## src/rtl/mem_arb_if.sv

```systemverilog
// Handshake bundle between the two cache requesters, the memory port and the arbiter.
// The slave modport is the arbiter's view; master is the surrounding environment.
interface mem_arb_if #(
    parameter int ADDR_W = 59,
    parameter int LINE_W = 256
);
    logic [ADDR_W-1:0] ic_req_addr;
    logic              ic_req_valid;
    logic              ic_req_retry;

    logic [ADDR_W-1:0] dc_req_addr;
    logic              dc_req_we;
    logic [LINE_W-1:0] dc_req_data;
    logic              dc_req_valid;
    logic              dc_req_retry;

    logic [ADDR_W-1:0] mem_req_addr;
    logic              mem_req_we;
    logic [LINE_W-1:0] mem_req_data;
    logic              mem_req_valid;
    logic              mem_req_retry;

    logic [LINE_W-1:0] mem_ack_data;
    logic              mem_ack_valid;
    logic              mem_ack_retry;

    logic [LINE_W-1:0] ic_ack_data;
    logic              ic_ack_valid;
    logic              ic_ack_retry;
    logic [LINE_W-1:0] dc_ack_data;
    logic              dc_ack_valid;
    logic              dc_ack_retry;

    modport slave (
        input  ic_req_addr, ic_req_valid,
        output ic_req_retry,
        input  dc_req_addr, dc_req_we, dc_req_data, dc_req_valid,
        output dc_req_retry,
        output mem_req_addr, mem_req_we, mem_req_data, mem_req_valid,
        input  mem_req_retry,
        input  mem_ack_data, mem_ack_valid,
        output mem_ack_retry,
        output ic_ack_data, ic_ack_valid,
        input  ic_ack_retry,
        output dc_ack_data, dc_ack_valid,
        input  dc_ack_retry
    );

    modport master (
        output ic_req_addr, ic_req_valid,
        input  ic_req_retry,
        output dc_req_addr, dc_req_we, dc_req_data, dc_req_valid,
        input  dc_req_retry,
        input  mem_req_addr, mem_req_we, mem_req_data, mem_req_valid,
        output mem_req_retry,
        output mem_ack_data, mem_ack_valid,
        input  mem_ack_retry,
        input  ic_ack_data, ic_ack_valid,
        output ic_ack_retry,
        input  dc_ack_data, dc_ack_valid,
        output dc_ack_retry
    );
endinterface

```

## src/rtl/mem_arb.sv

```systemverilog
// Round-robin arbiter sharing one memory port between icache and dcache, one transaction in flight.
//   state | meaning
//   IDLE  | free; grant a valid requester and latch its payload
//   ISSUE | present request to memory until accepted
//   WAIT  | accept the memory ack and latch the returned line
//   RESP  | present the line to the original requester until accepted
module mem_arb #(
    parameter int ADDR_W = 59,
    parameter int LINE_W = 256
) (
    input logic     clk,
    input logic     reset,
    mem_arb_if.slave bus
);
    typedef enum logic [1:0] {IDLE, ISSUE, WAIT, RESP} state_t;

    state_t            state_q;
    logic              last_dc_q;
    logic              src_dc_q;
    logic              we_q;
    logic [ADDR_W-1:0] addr_q;
    logic [LINE_W-1:0] data_q;
    logic [LINE_W-1:0] rsp_q;
    logic              mem_req_valid_q;
    logic              mem_ack_retry_q;
    logic              ic_ack_valid_q;
    logic              dc_ack_valid_q;

    logic grant_ic_d;
    logic grant_dc_d;
    logic src_ack_retry_d;

    // dcache wins a tie unless it was the last one served
    always_comb begin
        grant_dc_d = 1'b0;
        grant_ic_d = 1'b0;
        if (state_q == IDLE) begin
            grant_dc_d = bus.dc_req_valid && (!bus.ic_req_valid || !last_dc_q);
            grant_ic_d = bus.ic_req_valid && !grant_dc_d;
        end
        src_ack_retry_d = src_dc_q ? bus.dc_ack_retry : bus.ic_ack_retry;
    end

    always_ff @(posedge clk) begin
        if (!reset) begin
            state_q         <= IDLE;
            last_dc_q       <= 1'b0;
            src_dc_q        <= 1'b0;
            we_q            <= 1'b0;
            addr_q          <= '0;
            data_q          <= '0;
            rsp_q           <= '0;
            mem_req_valid_q <= 1'b0;
            mem_ack_retry_q <= 1'b1;
            ic_ack_valid_q  <= 1'b0;
            dc_ack_valid_q  <= 1'b0;
        end else begin
            case (state_q)
                IDLE: begin
                    if (grant_ic_d || grant_dc_d) begin
                        state_q         <= ISSUE;
                        src_dc_q        <= grant_dc_d;
                        last_dc_q       <= grant_dc_d;
                        addr_q          <= grant_dc_d ? bus.dc_req_addr : bus.ic_req_addr;
                        we_q            <= grant_dc_d && bus.dc_req_we;
                        data_q          <= grant_dc_d ? bus.dc_req_data : '0;
                        mem_req_valid_q <= 1'b1;
                    end
                end
                ISSUE: begin
                    if (!bus.mem_req_retry) begin
                        state_q         <= WAIT;
                        mem_req_valid_q <= 1'b0;
                        mem_ack_retry_q <= 1'b0;
                    end
                end
                WAIT: begin
                    if (bus.mem_ack_valid) begin
                        state_q         <= RESP;
                        rsp_q           <= bus.mem_ack_data;
                        mem_ack_retry_q <= 1'b1;
                        ic_ack_valid_q  <= !src_dc_q;
                        dc_ack_valid_q  <= src_dc_q;
                    end
                end
                RESP: begin
                    if (!src_ack_retry_d) begin
                        state_q        <= IDLE;
                        ic_ack_valid_q <= 1'b0;
                        dc_ack_valid_q <= 1'b0;
                    end
                end
                default: state_q <= IDLE;
            endcase
        end
    end

    // Handshake outputs are forced to their idle values while reset is held low.
    assign bus.ic_req_retry  = !(reset && grant_ic_d);
    assign bus.dc_req_retry  = !(reset && grant_dc_d);
    assign bus.mem_req_valid = reset && mem_req_valid_q;
    assign bus.mem_req_addr  = addr_q;
    assign bus.mem_req_we    = we_q;
    assign bus.mem_req_data  = data_q;
    assign bus.mem_ack_retry = !reset || mem_ack_retry_q;
    assign bus.ic_ack_valid  = reset && ic_ack_valid_q;
    assign bus.dc_ack_valid  = reset && dc_ack_valid_q;
    assign bus.ic_ack_data   = rsp_q;
    assign bus.dc_ack_data   = rsp_q;
endmodule

```

## src/flat_wrapper.sv

```systemverilog
// flat-port wrapper written by rule: the top's interface ports become plain ports
module mem_arb_flat 
#(
    parameter int ADDR_W = 59,
    parameter int LINE_W = 256
)
  (clk, reset, bus_ic_req_addr, bus_ic_req_valid, bus_ic_req_retry, bus_dc_req_addr, bus_dc_req_we, bus_dc_req_data, bus_dc_req_valid, bus_dc_req_retry, bus_mem_req_addr, bus_mem_req_we, bus_mem_req_data, bus_mem_req_valid, bus_mem_req_retry, bus_mem_ack_data, bus_mem_ack_valid, bus_mem_ack_retry, bus_ic_ack_data, bus_ic_ack_valid, bus_ic_ack_retry, bus_dc_ack_data, bus_dc_ack_valid, bus_dc_ack_retry);
  mem_arb_if #(.ADDR_W(ADDR_W), .LINE_W(LINE_W)) bus_i ();
  input logic clk;
  input logic reset;
  input wire logic [$bits(bus_i.ic_req_addr)-1:0] bus_ic_req_addr;
  input wire logic [$bits(bus_i.ic_req_valid)-1:0] bus_ic_req_valid;
  output wire logic [$bits(bus_i.ic_req_retry)-1:0] bus_ic_req_retry;
  input wire logic [$bits(bus_i.dc_req_addr)-1:0] bus_dc_req_addr;
  input wire logic [$bits(bus_i.dc_req_we)-1:0] bus_dc_req_we;
  input wire logic [$bits(bus_i.dc_req_data)-1:0] bus_dc_req_data;
  input wire logic [$bits(bus_i.dc_req_valid)-1:0] bus_dc_req_valid;
  output wire logic [$bits(bus_i.dc_req_retry)-1:0] bus_dc_req_retry;
  output wire logic [$bits(bus_i.mem_req_addr)-1:0] bus_mem_req_addr;
  output wire logic [$bits(bus_i.mem_req_we)-1:0] bus_mem_req_we;
  output wire logic [$bits(bus_i.mem_req_data)-1:0] bus_mem_req_data;
  output wire logic [$bits(bus_i.mem_req_valid)-1:0] bus_mem_req_valid;
  input wire logic [$bits(bus_i.mem_req_retry)-1:0] bus_mem_req_retry;
  input wire logic [$bits(bus_i.mem_ack_data)-1:0] bus_mem_ack_data;
  input wire logic [$bits(bus_i.mem_ack_valid)-1:0] bus_mem_ack_valid;
  output wire logic [$bits(bus_i.mem_ack_retry)-1:0] bus_mem_ack_retry;
  output wire logic [$bits(bus_i.ic_ack_data)-1:0] bus_ic_ack_data;
  output wire logic [$bits(bus_i.ic_ack_valid)-1:0] bus_ic_ack_valid;
  input wire logic [$bits(bus_i.ic_ack_retry)-1:0] bus_ic_ack_retry;
  output wire logic [$bits(bus_i.dc_ack_data)-1:0] bus_dc_ack_data;
  output wire logic [$bits(bus_i.dc_ack_valid)-1:0] bus_dc_ack_valid;
  input wire logic [$bits(bus_i.dc_ack_retry)-1:0] bus_dc_ack_retry;
  assign bus_i.ic_req_addr = bus_ic_req_addr;
  assign bus_i.ic_req_valid = bus_ic_req_valid;
  assign bus_ic_req_retry = bus_i.ic_req_retry;
  assign bus_i.dc_req_addr = bus_dc_req_addr;
  assign bus_i.dc_req_we = bus_dc_req_we;
  assign bus_i.dc_req_data = bus_dc_req_data;
  assign bus_i.dc_req_valid = bus_dc_req_valid;
  assign bus_dc_req_retry = bus_i.dc_req_retry;
  assign bus_mem_req_addr = bus_i.mem_req_addr;
  assign bus_mem_req_we = bus_i.mem_req_we;
  assign bus_mem_req_data = bus_i.mem_req_data;
  assign bus_mem_req_valid = bus_i.mem_req_valid;
  assign bus_i.mem_req_retry = bus_mem_req_retry;
  assign bus_i.mem_ack_data = bus_mem_ack_data;
  assign bus_i.mem_ack_valid = bus_mem_ack_valid;
  assign bus_mem_ack_retry = bus_i.mem_ack_retry;
  assign bus_ic_ack_data = bus_i.ic_ack_data;
  assign bus_ic_ack_valid = bus_i.ic_ack_valid;
  assign bus_i.ic_ack_retry = bus_ic_ack_retry;
  assign bus_dc_ack_data = bus_i.dc_ack_data;
  assign bus_dc_ack_valid = bus_i.dc_ack_valid;
  assign bus_i.dc_ack_retry = bus_dc_ack_retry;
  mem_arb #(.ADDR_W(ADDR_W), .LINE_W(LINE_W)) u_core (.clk(clk), .reset(reset), .bus(bus_i));
endmodule
```

## config.mk

```make
export PLATFORM = sky130hd
export DESIGN_NAME = mem_arb_flat
export DESIGN_NICKNAME = d
export VERILOG_FILES = /design/src/rtl/mem_arb_if.sv /design/src/rtl/mem_arb.sv /design/src/flat_wrapper.sv
export SDC_FILE = /design/constraint.sdc
export NUM_CORES = 1
export LEC_CHECK = 0
export ABC_AREA = 1
export CAP_MARGIN = 30
export CORE_AREA = 2 2 570 572
export DETAILED_ROUTE_END_ITERATION = 10
export DIE_AREA = 0 0 572 574
export PLACE_DENSITY = 0.34
export SYNTH_ARGS = -nofsm -noshare
export SYNTH_HDL_FRONTEND = slang
export SYNTH_SLANG_ARGS = --single-unit
```

## constraint.sdc

```tcl
create_clock -name clk -period 1.54 [get_ports clk]
set_input_delay 0.308 -clock clk [delete_from_list [all_inputs] [get_ports clk]]
set_output_delay 0.308 -clock clk [all_outputs]
set_load 0.02 [all_outputs]
```

# Yosys cells after proc, flatten, opt, wreduce, memory -nomap -nowiden
# Cells that the tools add are included.
totals:
  word_cells: 64
  output_inout_bits: 834
  reg_bits: 579
classes:
  n_eq_ne: 7
  mux: 20
  n_reduce_logical: 27
ops:
  columns: ["op", "count"]
  rows:
  - ["2-to-1 mux 256 bit", 1]
  - ["2-to-1 mux 59 bit", 1]
  - ["2-to-1 mux 1 bit", 9]
  - ["AND reduction 3 bit", 3]
  - ["logical AND 1 bit", 8]
  - ["2-to-1 mux 2 bit", 4]
  - ["inequality test 2 bit, second input constant", 4]
  - ["case mux 1 bit (2 select lines)", 4]
  - ["case mux 2 bit (4 select lines)", 1]
  - ["zero test 1 bit", 6]
  - ["nonzero test 2 bit", 3]
  - ["== test 2 bit, second input constant", 2]
  - ["AND reduction 2 bit", 2]
  - ["AND reduction 4 bit", 1]
  - ["logical OR 1 bit", 3]
  - ["== test 2 x 1 -> 1 bit, second input constant", 1]
  - ["zero test 2 bit", 1]

# Logic depth before layout (Yosys ltp)
# Gate-level depths: netlist of the first run.
depth:
  ltp_word: 9
  mapped_depth: 10
  depth_no_buf: 10

# Least setup slack after synthesis of the first run
# OpenSTA, ideal clock, no wires.
synth_timing:
  path_type: "flip-flop to output port"
  start: "register u_core.state_q[0]"
  end: "output port bus_dc_req_retry"
  n_path_buf: 3
  required_time_ns: 1.232
  arrival_time_ns: 1.313
  setup_slack_ns: -0.081
  stages_incl_launch_ff: 7
  cell_sequence: "dfxtp_1 inv_1 ha_1 buf_2 nand4_2 buf_2 buf_2"
synth_between:
  elab_chain_len: 4
synth_lines:
  columns: ["item", "line_no", "source"]
  rows:
  - ["start: declaration", "mem_arb.sv:17", "state_t state_q;"]
  - ["start signal: assignment", "mem_arb.sv:46", "state_q <= IDLE;"]
  - ["start signal: assignment", "mem_arb.sv:61", "state_q <= ISSUE;"]
  - ["start signal: assignment", "mem_arb.sv:72", "state_q <= WAIT;"]
  - ["zero test 2 bit", "mem_arb.sv:37", "if (state_q == IDLE) begin"]
  - ["2-to-1 mux 1 bit", "mem_arb.sv:37", null]
  - ["logical AND 1 bit", "mem_arb.sv:100", "assign bus.dc_req_retry = !(reset && grant_dc_d);"]
  - ["zero test 1 bit", "mem_arb.sv:100", null]
  - ["end: declaration", "flat_wrapper.sv:18", "output wire logic [$bits(bus_i.dc_req_retry)-1:0] bus_dc_req_retry;"]
# No other way between the ends.

# Worst setup path after layout of the first run
# Ends and elaborated chain as after synthesis.

==> qor.txt, run 1 <==
Status -> complete, but fails checks
Failing checks -> negative setup slack
DRT Pass-1 Iters -> 5
Adder-cell share of the synthesized area -> 0.00274
Slew Viols, Final -> 0
Placed Cells -> 8,432
Hold Fails Final Rpt -> 0
Seq cells post-synth -> 579
Critical R2R Capture -> u_core.bus.mem_req_addr[11]
Final core utilization -> 0.166
Num CTS Buffers -> 84
CTS sink count -> 579
Hold Crit Endpoint -> u_core.bus.mem_req_data[7]
CTS tree -> yes
RSZ-0062 raised after global routing -> yes
Multi-input logic area -> 0.00920 sq mm
WL/cell -> 26.1 um
Total power -> 82,100 uW
DR WL met2 -> 113,000 um
Die height -> 574 um
First-pass GRT wire length -> 277,000 um
Clock buffer depth -> 4
DR vias -> 26,800
Clock Tree Root -> clkbuf_16
Critical R2R Launch -> u_core.state_q[1]
Largest net degree at the start of global routing -> 100
CP Launch Type -> flip-flop
HP Class -> in -> reg
Remaining antenna violation count -> 0
Area share of the largest cell type after synthesis -> 0.508
Worst setup margin -> -0.546 ns
Cells on worst reg2reg path -> 13
Peak VDD IR -> 928 uV
Residual DRC -> 0
Starting Density -> 0.0707
GRT Util Overall -> 0.129
Nets -> 5,004
Clock transition at the registers of the reported paths -> 0.05 ns
Mux share of post-synthesis cell area -> 0
Pwr dens -> 1530 mW/mm^2
CP arrival -> 1.78 ns
Period utilization -> 1.35
Layout cells sized above 1 -> 0.460
GPL Wtd Cong -> 0.908
TNS Setup -> -177.90 ns
Final setup skew -> 0.0490 ns
Post-synthesis sequential area ratio -> 0.508
Synthesized area per cell -> 7.88 sq um
Synth Area in Compound Gates -> 0.143
Setup Crit Path Kind -> reg -> out
Yosys cell types -> 19
Met1 WL -> 82,300 um
Post-DR vias/cell -> 3.05
Total Wirelength -> 229,000 um
Rel. slew slack -> 0.512
Area contributors post-synth -> dfxtp_1 51%, o21ai_0 10%, buf_4 9.3%
Mapped Area -> 0.0228 sq mm
Clock latency at the later pin of the worst-skew pair -> 0.81 ns
Core Box Area -> 0.323 sq mm
Xor and xnor area share after synthesis -> 0
Tmin final -> 2.09 ns
Pleak -> 0.0208 uW
CP endpoint kind -> output pin
Fmax -> 479 MHz
Hpwl dp -> 188,000 um
Met3 Routed Length -> 25,300 um
Syn-to-layout area delta -> 135%
Worst-margin pin slew -> 0.732 ns
Hold depth -> 3
I/O Pins -> 1,473
Iteration-0 DRC Markers -> 1,288
Hold Slack -> 0.0758 ns
Grt total ovfl -> 0
Simple-gate share of the synthesized area -> 0.175
Final setup fails -> 1,179
MaxCap Viol Count -> 0
Vias in the first global route -> 26,000
Post-synthesis cell count -> 2,895
Largest family of logic cells by synthesized area -> simple AND/OR/NAND/NOR gates
Worst EP required -> 1.23 ns
Die area -> 0.328 sq mm
Area occupied by registers -> 0.0125 sq mm
Synth warn -> 0
Syn Nets -> 3,539
H-tree depth -> 3
HP Start -> bus_dc_req_data[7]
Initial antenna violation count -> 152
Max Used Layer -> met5
R2R Setup Slk -> -0.41 ns
Placement Rows -> 209
Fill cell count -> 36,400
Post-synth top area cell -> dfxtp_1
Die width -> 572 um
CP max FO -> 3
Number of buffers added on ports -> 1,472
Final Non-Filler Cells -> 8,779
[cells in the mapped netlist (all sizes together)]
cell / number
inv: 272
clkinv: 1
nand2: 82
nand4: 60
o21ai: 577
nor2: 523
buf: 326
nand3: 265
clkbuf: 146
a31oi: 59
ha: 5
dfxtp: 579
[final cells by class]
class | count | area share
sequential | 579 | 0.234
multi-input combinational | 1571 | 0.172
inverter | 273 | 0.0201
clock inverter | 24 | 0.00570
timing repair inverter | 6 | 0.00264
clock buffer | 119 | 0.0453
tap | 4325 | 0.101
timing repair buffer | 1845 | 0.417
antenna | 37 | 0.00173
[routing by layer]
layer  GRT usage  up-vias
met3      0.0631      391
met2       0.228     1357
met4      0.0384      104
met1       0.133    12700
li1            -    12200
met5           0        -
[what timing repair did]
item | 4_1_cts | 5_1_grt
setup endpoints to repair | 1410 | 1412
hold buffers | 53 | 0
pin swaps | 7 | 24
hold endpoints to repair | 54 | 0
gates resized for setup | 4315 | 614
setup buffers | 34 | 28
gates cloned | 21 | 44
[worst max path at each step]
stage,slack [ns],cells after the start,start,to
finish,-0.55,6,u_core.state_q[0],bus_dc_req_retry
floorplan,0.006,7,u_core.state_q[1],u_core.bus.mem_req_data[117]
detailed placement,-0.63,9,bus_ic_req_valid,u_core.bus.mem_req_data[108]
global route,-0.64,6,u_core.state_q[0],bus_dc_req_retry
global placement,-0.64,6,bus_mem_ack_valid,u_core.bus.dc_ack_data[76]
CTS,-0.65,6,u_core.state_q[1],bus_dc_req_retry
[stage by stage]
stage          area, sq um  worst slack (ns)
2_1_floorplan        22800           0.00576
3_3_place_gp         44300            -0.639
3_5_place_dp         44300            -0.632
6_report             53500            -0.546
4_1_cts              50400            -0.654
5_1_grt              53500            -0.642
[cells by family after synthesis]
kind of cell	count (synthesis)
AND/OR/NAND/NOR	930
flip-flops	579
buffers and inverters	745
adder cells (fa/ha/maj)	5
AO/OA/AOI/OAI	636
[worst max-delay path: stages (launching register included)]
cell and delay, ns:
dfxtp_2 0.32, inv_2 0.07, ha_4 0.17, buf_6 0.11, nand4_4 0.08, buf_6 0.14
buf_12 0.12
[power breakdown]
group          internal (uW)  leakage, uW  switching (uW)
registers              18600      0.00496            3880
logic                  19400       0.0145           20400
clock network          11900      0.00135            7960
total                  49900       0.0208           32300
[layout by cell type, fill, tap and decap left out, types with 42 or more instances in the layout]
cell type and instances:
dfxtp_4 175, buf_12 284, nand3_2 100, nor2_2 51
dfxtp_1 178, o21ai_1 221, dfxtp_2 226, inv_1 268
clkbuf_16 115, o21ai_2 79, nand2_1 53, nand4_1 59
a31oi_1 42, nand3_1 151, o21ai_0 262, buf_4 239
buf_6 559, clkdlybuf4s50_1 636, dlygate4sd3_1 53, nor2_1 443
[flip-flops by register name, summed over array words and instances, names as in the netlist]
name	flops
u_core.bus.dc_ack_data	256
u_core.bus.mem_req_data	256
u_core.bus.mem_req_addr	59
u_core.state_q	2
u_core.bus.mem_req_we	1
u_core.dc_ack_valid_q	1
u_core.ic_ack_valid_q	1
u_core.last_dc_q	1
u_core.mem_ack_retry_q	1
u_core.mem_req_valid_q	1
Note: power is estimated with default switching activity, not from simulation.
==> inputs of run 2 (changes only) <==
--- a/config.mk
+++ b/config.mk
@@ -10,6 +10,7 @@
 export CORE_AREA = 2 2 570 572
 export DETAILED_ROUTE_END_ITERATION = 10
 export DIE_AREA = 0 0 572 574
+export HOLD_SLACK_MARGIN = 0.05
 export PLACE_DENSITY = 0.34
 export SYNTH_ARGS = -nofsm -noshare
 export SYNTH_HDL_FRONTEND = slang
==> run 2 against run 1 <==
The flow still finishes with violations (negative setup slack). Final cell count increased by 1.8%. Largest power group unchanged. Wire length decreased by 0.35%. Register-to-register slack about the same. Non-clock buffer count increased by 149.
==> qor.txt, run 2 (synthesized netlist as in run 1, its figures left out) <==
Final setup fails -> 1,202
Fill cell count -> 36,400
Commonest non-fill, non-tap cell in the layout -> clkdlybuf4s50_1
Initial antenna violation count -> 155
Setup WS pre-CTS -> -0.632 ns
Pleak -> 0.0213 uW
Hold Fails Final Rpt -> 0
WL/cell -> 25.5 um
Final Non-Filler Cells -> 8,938
End of the critical path -> bus_dc_req_retry
Hpwl dp -> 188,000 um
Fmax -> 479 MHz
HP Class -> in -> reg
Placement Rows -> 209
Largest net degree at the start of global routing -> 100
Critical R2R Capture -> u_core.bus.mem_req_addr[11]
MaxCap Viol Count -> 0
Seq pwr share -> 0.275
Worst path max stage delay -> 0.32 ns
DRT Pass-1 Iters -> 5
Failing checks -> negative setup slack
Syn-to-layout area delta -> 138%
CP max FO -> 3
Residual DRC -> 0
Clock network power share -> 0.244
CTS tree -> yes
Crit-path cells -> inv_2 > ha_4 > buf_6 > nand4_4 > buf_6 > buf_12
H-tree depth -> 3
DR vias -> 27,100
CP delay by family, top -> buffers and inverters
Worst path depth -> 6
Iteration-0 DRC Markers -> 1,277
Layout cells sized above 1 -> 0.417
Period utilization -> 1.35
Slew Viols, Final -> 0
Clock transition at the registers of the reported paths -> 0.06 ns
Critical R2R Launch -> u_core.state_q[1]
Worst path bufs/invs -> 4
Rel. slew slack -> 0.567
I/O Pins -> 1,473
Status -> complete, but fails checks
CP Launch Type -> flip-flop
First-pass GRT wire length -> 279,000 um
Die area -> 0.328 sq mm
Total Wirelength -> 228,000 um
Setup Crit Path Kind -> reg -> out
CTS sink count -> 579
Clock Tree Root -> clkbuf_16
RSZ-0062 raised after global routing -> yes
Cells on worst reg2reg path -> 13
Nets -> 5,153
Vias in the first global route -> 26,700
GRT Util Overall -> 0.129
Clock latency at the later pin of the worst-skew pair -> 0.82 ns
Starting Density -> 0.0707
CP arrival -> 1.78 ns
Placed Cells -> 8,432
R2R Setup Slk -> -0.41 ns
Comb pwr share -> 0.481
Pwr dens -> 1500 mW/mm^2
Worst EP required -> 1.23 ns
Final setup skew -> 0.0552 ns
Core Box Area -> 0.323 sq mm
Crit path from -> u_core.state_q[0]
CP endpoint kind -> output pin
Post-DR vias/cell -> 3.03
Peak VDD IR -> 954 uV
Worst setup margin -> -0.546 ns
Tmin final -> 2.09 ns
Remaining antenna violation count -> 0
Worst-margin pin slew -> 0.649 ns
Most frequent cells in the layout -> 636 x clkdlybuf4s50_1, 558 x buf_6, 480 x nor2_1
Clock buffer depth -> 4
Num CTS Buffers -> 84
Die width -> 572 um
Cell mode on critical path -> buf_6
Number of buffers added on ports -> 1,472
Crit path max-delay cell type -> dfxtp_2
TNS Setup -> -180.45 ns
Net Sw Frac -> 0.391
Die height -> 574 um
GPL Wtd Cong -> 0.908
Grt total ovfl -> 0
Sw power -> 31,800 uW
Total power -> 81,400 uW
P_int -> 49,500 uW
## run 2: cell count changes in the layout (fill, tap and decap cells not counted), sizes merged
| cell | delta |
|---|---|
| bufbuf | +1 |
| dlygate4sd3 | +160 |
| clkbuf | -5 |
| diode | +10 |
| buf | -7 |
## run 2: metrics by stage
step           utilization  area (sq um)  hold WS, ns
4_1_cts              0.161         52000       0.0503
6_report             0.168         54300        0.105
5_1_grt              0.168         54300       0.0792
2_1_floorplan            -         22800        0.444
3_5_place_dp         0.137         44300        0.471
3_3_place_gp         0.137         44300        0.465
## run 2: tightest hold or removal path, delay by kind of cell
kind | cells | cell delay [ns]
AOI/OAI and AO/OA | 1 | 0.06
buffers and inverters | 2 | 0.49
## run 2: timing repair
action                                  CTS  global route
setup endpoints to repair              1410          1412
gates cloned                             21            36
buffers inserted                         34            23
hold buffers                            213             0
resized for setup                      4315           410
pin swaps                                 7            16
endpoints found under the hold margin   198             0
## run 2: how the worst min path moves through the flow
stage | start | end | depth (start not counted)
CTS | bus_ic_req_addr[52] | u_core.bus.mem_req_addr[52] | 3
global route | bus_dc_req_data[248] | u_core.bus.mem_req_data[248] | 3
floorplan | bus_dc_req_data[247] | u_core.bus.mem_req_data[247] | 2
finish | bus_dc_req_data[67] | u_core.bus.mem_req_data[67] | 3
detailed placement | u_core.bus.mem_req_data[233] | u_core.bus.mem_req_data[233] | 2
global placement | u_core.bus.mem_req_data[17] | u_core.bus.mem_req_data[17] | 2
## run 2: layer usage
layer | vias up | global-route usage | routed length [um]
met5 | - | 0 | 567
met4 | 92 | 0.0371 | 7850
met3 | 377 | 0.0584 | 24400
met2 | 1341 | 0.230 | 112000
met1 | 12700 | 0.136 | 83200
li1 | 12500 | - | -
## run 2: power by group through the flow
stage,sequential [uW],clock (uW),combinational [uW]
after floorplan,23300,0,9790
after global placement,21400,0,30900
after detailed placement,21400,0,30900
after CTS,22300,20700,35500
after global routing,22700,21100,41300
final,22400,19900,39100
## run 2: final cells by class
class / count / area (sq um) / share of cell area
multi-input combinational: 1571 / 8640 / 0.159
clock inverter: 24 / 305 / 0.00562
tap: 4325 / 5410 / 0.0996
timing repair buffer: 1994 / 23700 / 0.436
clock buffer: 119 / 2420 / 0.0446
antenna: 47 / 118 / 0.00216
inverter: 273 / 1080 / 0.0198
sequential: 579 / 12500 / 0.231
timing repair inverter: 6 / 141 / 0.00260
